==> src/rtl/stepper_step_decoder.sv <==
// stepper_step_decoder: rebuilds step position and direction from an active-low one-hot winding drive
// ports: clk; rst async high; drive_in A..D = bit 3..0; zero, clear_fault sync pulses;
//   position signed step count; dir last step direction; step_pulse one per step;
//   locked, fault state flags; fault_code 01 illegal / 10 skipped phase; stalled no step for STALL_CYCLES
module stepper_step_decoder #(
  parameter int POS_W = 16,
  parameter int FILTER_LEN = 4,
  parameter int STALL_CYCLES = 1000000
) (
  input  logic                    clk,
  input  logic                    rst,
  input  logic [3:0]              drive_in,
  input  logic                    zero,
  input  logic                    clear_fault,
  output logic signed [POS_W-1:0] position,
  output logic                    dir,
  output logic                    step_pulse,
  output logic                    locked,
  output logic                    fault,
  output logic [1:0]              fault_code,
  output logic                    stalled
);
  localparam int CW = $clog2(FILTER_LEN + 1);
  localparam int TW = $clog2(STALL_CYCLES + 1);
  localparam logic [1:0] UNLOCKED = 2'd0, LOCKED = 2'd1, FAULT = 2'd2;
  logic [3:0] s1, s2, p, acc;
  logic [CW-1:0] cnt;
  logic [TW-1:0] tmr;
  logic [1:0] state, ph, nph, delta;
  logic legal, take, fwd, rev;
  assign legal = s2 == 4'b1110 || s2 == 4'b1101 || s2 == 4'b1011 || s2 == 4'b0111;
  assign nph = {~s2[3] | ~s2[2], ~s2[3] | ~s2[1]};
  assign delta = nph - ph;
  // p holds the previous synchronized sample, so cnt tracks how long s2 has been unchanged
  assign take = s2 == p && cnt == CW'(FILTER_LEN) && s2 != acc;
  assign fwd = take && state == LOCKED && legal && delta == 2'd1;
  assign rev = take && state == LOCKED && legal && delta == 2'd3;
  assign locked = state == LOCKED;
  assign fault = state == FAULT;
  assign stalled = tmr == TW'(STALL_CYCLES);
  always_ff @(posedge clk or posedge rst) begin
    if (rst) begin
      s1 <= 4'hF;
      s2 <= 4'hF;
      p <= 4'hF;
      acc <= 4'hF;
      cnt <= '0;
      tmr <= '0;
      state <= UNLOCKED;
      ph <= '0;
      position <= '0;
      dir <= 1'b0;
      step_pulse <= 1'b0;
      fault_code <= 2'b00;
    end else begin
      s1 <= drive_in;
      s2 <= s1;
      p <= s2;
      cnt <= s2 != p ? CW'(1) : cnt == CW'(FILTER_LEN) ? cnt : cnt + CW'(1);
      acc <= take ? s2 : acc;
      ph <= take && legal && state != FAULT ? nph : ph;
      step_pulse <= fwd | rev;
      dir <= fwd | rev ? fwd : dir;
      position <= zero ? '0 : fwd ? position + POS_W'(1) : rev ? position - POS_W'(1) : position;
      // in LOCKED every accepted pattern either steps or faults, both of which restart the timer
      tmr <= state != LOCKED || take ? '0 : stalled ? tmr : tmr + TW'(1);
      if (state == FAULT) begin
        if (clear_fault) begin
          state <= UNLOCKED;
          fault_code <= 2'b00;
        end
      end else if (take && state == UNLOCKED && legal) begin
        state <= LOCKED;
      end else if (take && state == LOCKED && (!legal || delta == 2'd2)) begin
        state <= FAULT;
        fault_code <= legal ? 2'b10 : 2'b01;
      end
    end
  end
endmodule

==> config.mk <==
export PLATFORM = sky130hd
export DESIGN_NAME = stepper_step_decoder
export DESIGN_NICKNAME = d
export VERILOG_FILES = /design/src/rtl/stepper_step_decoder.sv
export SDC_FILE = /design/constraint.sdc
export NUM_CORES = 1
export LEC_CHECK = 0
export BUFFER_PORTS_ARGS = -buffer_cell sky130_fd_sc_hd__buf_4
export CAP_MARGIN = 20
export CORE_ASPECT_RATIO = 0.5
export CORE_MARGIN = 3
export CORE_UTILIZATION = 50
export DETAILED_ROUTE_END_ITERATION = 12
export PLACE_DENSITY_LB_ADDON = 0.3
export RECOVER_POWER = 100
export SYNTH_ARGS = -nofsm -noshare
export SYNTH_HDL_FRONTEND = slang
export SYNTH_SLANG_ARGS = --single-unit
==> constraint.sdc <==
create_clock -name clk -period 11.1 [get_ports clk]
set_clock_uncertainty 0.05 [all_clocks]
set_input_delay 1.11 -clock clk [delete_from_list [all_inputs] [get_ports clk]]
set_output_delay 1.11 -clock clk [all_outputs]
set_load 0.02 [all_outputs]
-- Word level (Yosys, flattened, before mapping)
Index checks and enable logic that the tools add are counted.
- bits in registers: 63
- reductions and logical operators: 23
- bitwise gates (word level): 6
- muxes and demuxes: 15
- equality and inequality tests: 20
- add/sub/neg operators: 5
- operator list (cell ; number):
    $mux W16 ; 3
    $mux W20 ; 2
    $add A20 B1 Y20 const B ; 1
    $eq A20 B20 Y1 const B ; 1
    $add A16 B1 Y16 const B ; 1
    $mux W2 ; 8
    $sub A16 B1 Y16 const B ; 1
    $eq A4 B4 Y1 const B ; 3
    $logic_and A1 B1 Y1 ; 11
    $ne A2 B2 Y1 const B ; 4
    $ne A4 B4 Y1 ; 2
    $eq A2 B2 Y1 const B ; 3
    $mux W3 ; 2
    $reduce_bool A3 Y1 ; 2
    $logic_or A1 B1 Y1 ; 5
    $eq A2 B1 Y1 const B ; 2
    $eq A4 B3 Y1 const B ; 1
    $eq A4 B4 Y1 ; 1
    $ne A2 B1 Y1 const B ; 2
    $add A3 B1 Y3 const B ; 1
    $eq A3 B3 Y1 const B ; 1
    $not A1 Y1 ; 3
    $or A1 B1 Y1 ; 3
    $reduce_and A3 Y1 ; 1
    other kinds (5) ; 5

-- Logic depth before layout (Yosys ltp)
Gate-level depths: netlist of run 1.
- depth after elaboration: 10
- mapped depth: 14
- depth with buffers taken out: 14

-- Worst setup path after synthesis of run 1
OpenSTA, ideal clock, no wires.
- path kind: register to register
- from: reg s2[2]
- to: reg position[15]
- path buffers: 1
- arrival time: 3.687 ns
- path slack: 7.238 ns
- library setup time: 0.125 ns
- stages on the path, launching flop included: 14
- cells stage by stage: dfstp_2 buf_6 xnor2_2 and4_4 nand3_2 nor4_4 nand2_1 ha_1 a211oi_1 o211ai_1 and4_1 nor3_1 mux2i_1 mux2_2
- word-level cells in the longest chain between the ends: 8
- elaborated cells between the ends (all ways): 23
- classes of those cells: 1 x add/sub; 8 x eq/ne; 2 x mux; 2 x bitwise; 10 x reduce/logical
- ends and longest elaborated chain (element ; line ; source):
    from (decl) ; 26 ; logic [3:0] s1, s2, p, acc;
    from (signal assigned) ; 44 ; s2 <= 4'hF;
    from (signal assigned) ; 57 ; s2 <= s1;
    parallel branches: the longest is 8 deep, another holds $sub A2 B2 Y2 ; -- ;
    to (signal assigned) ; 64 ; position <= zero ? '0 : fwd ? position + POS_W'(1) : rev ? position - POS_W'(1) : position;
    to (decl) ; 15 ; output logic signed [POS_W-1:0] position,
Several ways; the timed one is not identified.
A chain may end at the register's enable or synchronous reset.

-- Worst setup path after layout of run 1
- from: reg s2[3]
- to: reg position[15]
Same word-level chain as after synthesis.

==> run summary, run 1 <==
Status - finished, violations left
Violated checks - max-capacitance violations, max-slew violations
Iter 0 DRT Violations - 148
Final worst-path cycle share - 47.7%
Vias in the first global route - 2812
Reg clk slew, reported paths - 0.05 ns
Mapped cell area - 0.00359 mm^2
RSZ-0062 raised after global routing - false
Die H - 65.9 um
First-pass GRT wire length - 12500 um
CP cell instances - xnor2_1 -> and4_1 -> nand3_1 -> nor4_1 -> nand2_1 -> ha_1 -> a211oi_1 -> o211ai_1 -> and4_1 -> nor3_1 -> mux2i_1 -> mux2_2
Most common cell on crit path - and4_1
CP max stage delay - 1.04 ns
Routed Antenna Nets - 0
Rows - 21
PD cells - 126 mW/mm^2
# hold bufs at CTS - 0
Maximum net fanout on the critical path - 18
H-tree levels - 3
Worst r2r dst - position[15]$_DFFE_PP0P_
Max-slew violation count - 64
Initial Utilization - 52.6%
Leakage - 1.76 nW
Post-cts sizing count - 0
R2r worst-path depth - 12
DRC viols - 0
Synth unique cells - 52
Max_cap viols - 1
DP Worst Slack - 6.75 ns
Worst reg2reg path startpoint - s2[3]$_DFF_PP1_
Synth Register Bits - 63
Placed cells - 485
Yosys warning count - 0
Ys flop type - dfrtp_1
Post-CTS Setup Inserts - 0
Crit-path slowest cell - nor4_1
Ys async rst share - 100%
Startpoint Class - flop
Area of the multi-input gates - 0.00186 mm^2
Final core utilization - 59.2%
1st-pass router iterations - 4
Sequential-to-total area share from yosys stat - 44.4%
EDFF count, synth - 0
Max transition margin - -116%
Port bufs - 30
WL/cell - 14.4 um
Final Non-Filler Cells - 501
Clock Sink Count - 63
Fillers - 609
Final HPWL DP - 5000 um
Worst Hold Depth - 0
Insertion delay to the later sink of the worst-skew pair - 0.33 ns
Grt ovf - 0
Core area - 0.00683 mm^2
Number of antenna diodes - 0
Num CTS Buffers - 9
Final net count - 434
CTS max path bufs - 2
CTS root buf - clkbuf_16
Post-synthesis area per instance - 9.71 um^2
Arrival time at the worst endpoint - 5.46 ns
Hold Crit Class - flop to flop
Post-synth net total - 400
Register cell area after layout - 0.00160 mm^2
Hold Vio Cnt, Final - 0
Critical Path Source - s2[3]$_DFF_PP1_
Critical setup path kind - flop to flop
Nature of the critical path endpoint - flop
Post-Syn Instances - 370
Area grow syn2layout - 12.5%
Setup slack, reg-to-reg - 5.80 ns
Post-DR vias/cell - 5.46
Total GRT Usage - 19.0%
CTS tree - yes
Setup violators final - 0
Chip width - 126 um
Final WL - 7240 um
Hold path startpoint - s1[3]$_DFF_PP1_
Initial antenna violation count - 0
Final Wtd Congestion - 0.851
Hold EP - s2[3]$_DFF_PP1_
Worst setup margin - 5.80 ns
IO Count - 31
Crit path required time - 11.26 ns
Sum Neg Setup Slack - 0 ns
Highest Clock Rate - 189 MHz
Maximum vdd drop - 0.0764 mV
Worst Tran Pin Value - 3.24 ns
Vias after detailed routing - 2734
Die area - 0.00830 mm^2
Min cycle time layout - 5.30 ns
Largest net degree at the start of global routing - 64
Share of post-route cells with drive strength above 1 - 11.0%
==> where the power goes <==
group / switching [mW] / internal, mW
clock: 0.0990 / 0.156
sequential: 0.00294 / 0.234
combinational: 0.0108 / 0.00597
total: 0.113 / 0.397
==> layout make-up <==
type | count | area share, %
Clock buffer | 11 | 6.01
Tap cell | 92 | 2.85
Multi-Input combinational cell | 286 | 46.1
Clock inverter | 5 | 0.836
Timing Repair Buffer | 31 | 3.53
Sequential cell | 63 | 39.5
Inverter | 13 | 1.21
==> cells in the mapped netlist (2+ instances only) <==
cell / number / area (um^2)
o21ai_0: 7 / 35.0
dfstp_2: 16 / 420
nor4_4: 2 / 42.5
mux2i_1: 4 / 40.0
xnor2_1: 26 / 228
xnor2_2: 2 / 32.5
nand3_1: 16 / 80.1
nor2b_1: 3 / 18.8
a211oi_1: 2 / 15.0
nand2_1: 43 / 161
nand4_1: 7 / 43.8
o31ai_1: 2 / 15.0
buf_6: 3 / 33.8
nand2b_1: 4 / 25.0
a31oi_1: 3 / 18.8
and2_1: 4 / 25.0
and4_1: 2 / 17.5
nand3b_1: 4 / 30.0
nor2_1: 45 / 169
o211ai_1: 2 / 15.0
and3_1: 4 / 25.0
ha_1: 21 / 263
mux2_2: 6 / 67.6
inv_1: 13 / 48.8
dfrtp_1: 47 / 1180
clkbuf_1: 4 / 15.0
o21a_1: 5 / 37.5
a21oi_1: 27 / 135
xor2_1: 13 / 114
nor4b_1: 2 / 17.5
nor3_1: 10 / 50.1
==> worst max path at each step <==
stage / end / slack (ns) / cells after the start
global placement: position[15]$_DFFE_PP0P_ / 6.90 / 12
CTS: position[15]$_DFFE_PP0P_ / 6.72 / 12
detailed placement: position[15]$_DFFE_PP0P_ / 6.75 / 12
finish: position[15]$_DFFE_PP0P_ / 5.80 / 12
global route: position[15]$_DFFE_PP0P_ / 5.23 / 12
floorplan: position[15]$_DFFE_PP0P_ / 7.24 / 13
==> registers in the layout, indices dropped and copies added (netlist names) <==
name,flops
s1,4
step_pulse,1
p,4
state,2
dir,1
ph,2
position,16
fault_code,2
tmr,20
cnt,3
s2,4
acc,4
==> per-stage QoR <==
step / cell area (um^2) / total power, mW / hold slack, ns
2_1_floorplan: 3590 / 0.254 / 0.295
3_3_place_gp: 3890 / 0.259 / 0.298
5_1_grt: 4040 / 0.532 / 0.311
3_5_place_dp: 3890 / 0.260 / 0.297
4_1_cts: 4160 / 0.519 / 0.303
6_report: 4040 / 0.510 / 0.307
==> layer usage <==
metal  wire, um  up-vias  share of wire, %  GRT usage, %
li1           -     1348                 -             -
met1       3250     1329                45          20.9
met2       3620       50                50          33.5
met3        282        7               3.9          6.53
met4         85        0               1.2          8.82
met5          0        -                 0             0
==> worst max-delay path, delay by kind of cell, from the launching register on <==
| kind | cells | cell delay, ns |
|---|---|---|
| AO/OA/AOI/OAI | 2 | 0.47 |
| adder cells (fa/ha/maj) | 1 | 0.54 |
| multiplexers | 2 | 0.56 |
| AND/OR/NAND/NOR | 6 | 2.68 |
| XOR/XNOR | 1 | 0.19 |
| flip-flops | 1 | 0.69 |
==> cells by family after synthesis <==
family | after synthesis | share of synthesized area, %
buffers and inverters | 21 | 2.85
flip-flops | 63 | 44.4
multiplexers | 10 | 2.99
AND/OR/NAND/NOR | 157 | 22.0
AO/OA/AOI/OAI | 56 | 9.44
adder cells (fa/ha/maj) | 22 | 7.87
XOR/XNOR | 41 | 10.4
==> layout by cell type, fill, tap and decap left out, drive strengths merged, types with 4 or more instances in the layout <==
cell type / synthesis / layout
nor3: 10 / 10
dfstp: 16 / 16
nand3b: 4 / 4
xor2: 13 / 13
clkbuf: 4 / 40
o21a: 5 / 5
a21oi: 27 / 27
nand4: 7 / 7
nand2: 44 / 44
nand3: 17 / 17
ha: 21 / 21
nor2: 46 / 46
and2: 4 / 4
inv: 13 / 13
nand2b: 4 / 4
o21ai: 8 / 8
dfrtp: 47 / 47
and3: 4 / 4
xnor2: 28 / 28
mux2: 6 / 6
mux2i: 4 / 4
No activity file was read; power rests on OpenSTA's default activity.
==> inputs of run 2 (changes only) <==
==> constraint.sdc (replaced) <==
create_clock -name clk -period 4.6 [get_ports clk]
set_clock_uncertainty 0.05 [all_clocks]
set_input_delay 0.46 -clock clk [delete_from_list [all_inputs] [get_ports clk]]
set_output_delay 0.46 -clock clk [all_outputs]
set_load 0.02 [all_outputs]
==> run 2 against run 1 <==
  * The flow still finishes with violations (max-capacitance violations, max-slew violations)
  * Utilization is 0.77 points higher
  * Flip-flop and latch count did not move
  * First-iteration DRC count is 26% higher
==> run summary, run 2 (synthesis results as in run 1) <==
Max_cap viols - 1 (unchanged)
Core area - 0.00683 mm^2 (unchanged)
Crit path required time - 4.76 ns (was 11.26 ns)
Setup violators final - 0 (unchanged)
Worst Tran Pin Value - 3.26 ns (was 3.24 ns)
Arrival time at the worst endpoint - 4.27 ns (was 5.46 ns)
DRC viols - 0 (unchanged)
Initial antenna violation count - 0 (unchanged)
Worst reg2reg path startpoint - s2[1]$_DFF_PP1_ (was s2[3]$_DFF_PP1_)
Maximum net fanout on the critical path - 18 (unchanged)
CP endpoint - position[15]$_DFFE_PP0P_ (unchanged)
Port bufs - 30 (unchanged)
Status - finished, violations left (unchanged)
Insertion delay to the later sink of the worst-skew pair - 0.33 ns (about the same)
CP max stage delay - 0.65 ns (was 1.04 ns)
IO Count - 31 (unchanged)
Startpoint Class - flop (unchanged)
Post-cts sizing count - 0 (unchanged)
Number of antenna diodes - 0 (unchanged)
Vias after detailed routing - 2743 (was 2734)
CP Depth - 12 (unchanged)
Top reg by flops - tmr (unchanged)
Min cycle time layout - 4.12 ns (was 5.30 ns)
Routed Antenna Nets - 0 (unchanged)
CTS max path bufs - 2 (unchanged)
Post-CTS Setup Inserts - 0 (unchanged)
1st-pass router iterations - 4 (unchanged)
Area of the multi-input gates - 0.00189 mm^2 (was 0.00186 mm^2)
Crit-path slowest cell - dfstp_1 (was nor4_1)
Nature of the critical path endpoint - flop (unchanged)
Share of post-route cells with drive strength above 1 - 12.7% (was 11.0%)
Grt ovf - 0 (unchanged)
Rows - 21 (unchanged)
Die H - 65.9 um (unchanged)
CTS root buf - clkbuf_16 (unchanged)
Final Wtd Congestion - 0.888 (was 0.851)
Pwr Total - 1.28 mW (was 0.510 mW)
Final worst-path cycle share - 89.5% (was 47.7%)
PD cells - 312 mW/mm^2 (was 126 mW/mm^2)
Final HPWL DP - 4940 um (was 5000 um)
Maximum vdd drop - 0.190 mV (was 0.0764 mV)
CP cell instances - xnor2_1 -> and4_4 -> nand3_2 -> nor4_4 -> nand2_1 -> ha_1 -> a211oi_1 -> o211ai_1 -> and4_1 -> nor3_1 -> mux2i_1 -> mux2_2 (was xnor2_1 -> and4_1 -> nand3_1 -> nor4_1 -> nand2_1 -> ha_1 -> a211oi_1 -> o211ai_1 -> and4_1 -> nor3_1 -> mux2i_1 -> mux2_2)
Final WL - 6880 um (was 7240 um)
CTS tree - yes (unchanged)
Clock Sink Count - 63 (unchanged)
Area grow syn2layout - 13.9% (was 12.5%)
H-tree levels - 3 (unchanged)
Post-DR vias/cell - 5.46 (about the same)
Max-slew violation count - 64 (unchanged)
Highest Clock Rate - 243 MHz (was 189 MHz)
# hold bufs at CTS - 0 (unchanged)
Commonest non-fill, non-tap cell in the layout - dfrtp_1 (unchanged)
First-pass GRT wire length - 12100 um (was 12500 um)
Largest net degree at the start of global routing - 64 (unchanged)
Worst setup margin - 0.485 ns (was 5.80 ns)
Critical setup path kind - flop to flop (unchanged)
Iter 0 DRT Violations - 187 (was 148)
Placed cell area - 0.00389 mm^2 (about the same)
Final net count - 435 (was 434)
Violated checks - max-capacitance violations, max-slew violations (unchanged)
Num CTS Buffers - 9 (unchanged)
Max transition margin - -117% (was -116%)
Worst r2r dst - position[15]$_DFFE_PP0P_ (unchanged)
Worst path bufs/invs - 0 (unchanged)
R2r worst-path depth - 12 (unchanged)
Hold Crit Class - input port to flop (was flop to flop)
Sum Neg Setup Slack - 0 ns (unchanged)
RSZ-0062 raised after global routing - false (unchanged)
Max reg flops - 20 (unchanged)
Fillers - 596 (was 609)
Hold Vio Cnt, Final - 0 (unchanged)
Most frequent cells in the layout - 47 x dfrtp_1, 46 x nor2_1, 43 x nand2_1 (unchanged)
Reg clk slew, reported paths - 0.05 ns (about the same)
Setup slack, reg-to-reg - 0.48 ns (was 5.80 ns)
Total GRT Usage - 18.2% (was 19.0%)
DP Worst Slack - 0.523 ns (was 6.75 ns)
Finished layout cell area - 0.00409 mm^2 (was 0.00404 mm^2)
Vias in the first global route - 2769 (was 2812)
Die area - 0.00830 mm^2 (unchanged)
Register cell area after layout - 0.00160 mm^2 (unchanged)
Leakage - 1.79 nW (was 1.76 nW)
Top Registers - tmr: 20 flops, position: 16 flops (unchanged)
Crit path max-delay family - simple AND/OR/NAND/NOR gates (unchanged)
Chip width - 126 um (unchanged)
Initial Utilization - 52.6% (unchanged)
Critical Path Source - s2[1]$_DFF_PP1_ (was s2[3]$_DFF_PP1_)
WL/cell - 13.7 um (was 14.4 um)
-- run 2: worst reg2reg max path: stages, from the launching register on --
cell and delay [ns]:
dfstp_1 0.65, xnor2_1 0.18, and4_4 0.27, nand3_2 0.14, nor4_4 0.29, nand2_1 0.47, ha_1 0.50, a211oi_1 0.36
o211ai_1 0.12, and4_1 0.19, nor3_1 0.22, mux2i_1 0.22, mux2_2 0.34
-- run 2: worst min path at each step --
stage / slack (ns) / to / depth (start not counted) / from
2_1_floorplan: 0.30 / s2[0]$_DFF_PP1_ / 0 / s1[0]$_DFF_PP1_
3_3_place_gp: 0.30 / s2[0]$_DFF_PP1_ / 0 / s1[0]$_DFF_PP1_
3_5_place_dp: 0.30 / s2[0]$_DFF_PP1_ / 0 / s1[0]$_DFF_PP1_
4_1_cts: 0.18 / s1[3]$_DFF_PP1_ / 1 / drive_in[3]
5_1_grt: 0.18 / s1[3]$_DFF_PP1_ / 1 / drive_in[3]
6_report: 0.19 / s1[3]$_DFF_PP1_ / 1 / drive_in[3]
-- run 2: layer usage --
layer | vias up | global-route usage (%) | part of all wire [%]
met1 | 1328 | 20.8 | 45
met4 | 0 | 5.61 | 1.4
met2 | 44 | 32.7 | 50
met5 | - | 0 | 0
met3 | 10 | 6.21 | 4.3
li1 | 1361 | - | -
-- run 2: cell type report --
| cell class | instances | area share, % |
|---|---|---|
| Sequential cell | 63 | 39.0 |
| Timing Repair Buffer | 32 | 3.58 |
| Multi-Input combinational cell | 286 | 46.2 |
| Clock inverter | 7 | 1.71 |
| Inverter | 13 | 1.19 |
| Clock buffer | 9 | 5.50 |
| Tap cell | 92 | 2.81 |
-- run 2: stage by stage --
step,hold WS [ns],cells,utilization (%)
final,0.192,502,59.9
after global routing,0.177,502,59.9
after CTS,0.177,502,61.3
after detailed placement,0.298,486,57.0
after global placement,0.298,486,57.0
after floorplan,0.295,370,-
-- run 2: power breakdown --
part | switching [mW] | total, mW | internal, mW | leakage [nW]
logic | 0.0263 | 0.0418 | 0.0154 | 0.819
registers | 0.00729 | 0.573 | 0.566 | 0.817
clock network | 0.242 | 0.661 | 0.420 | 0.150
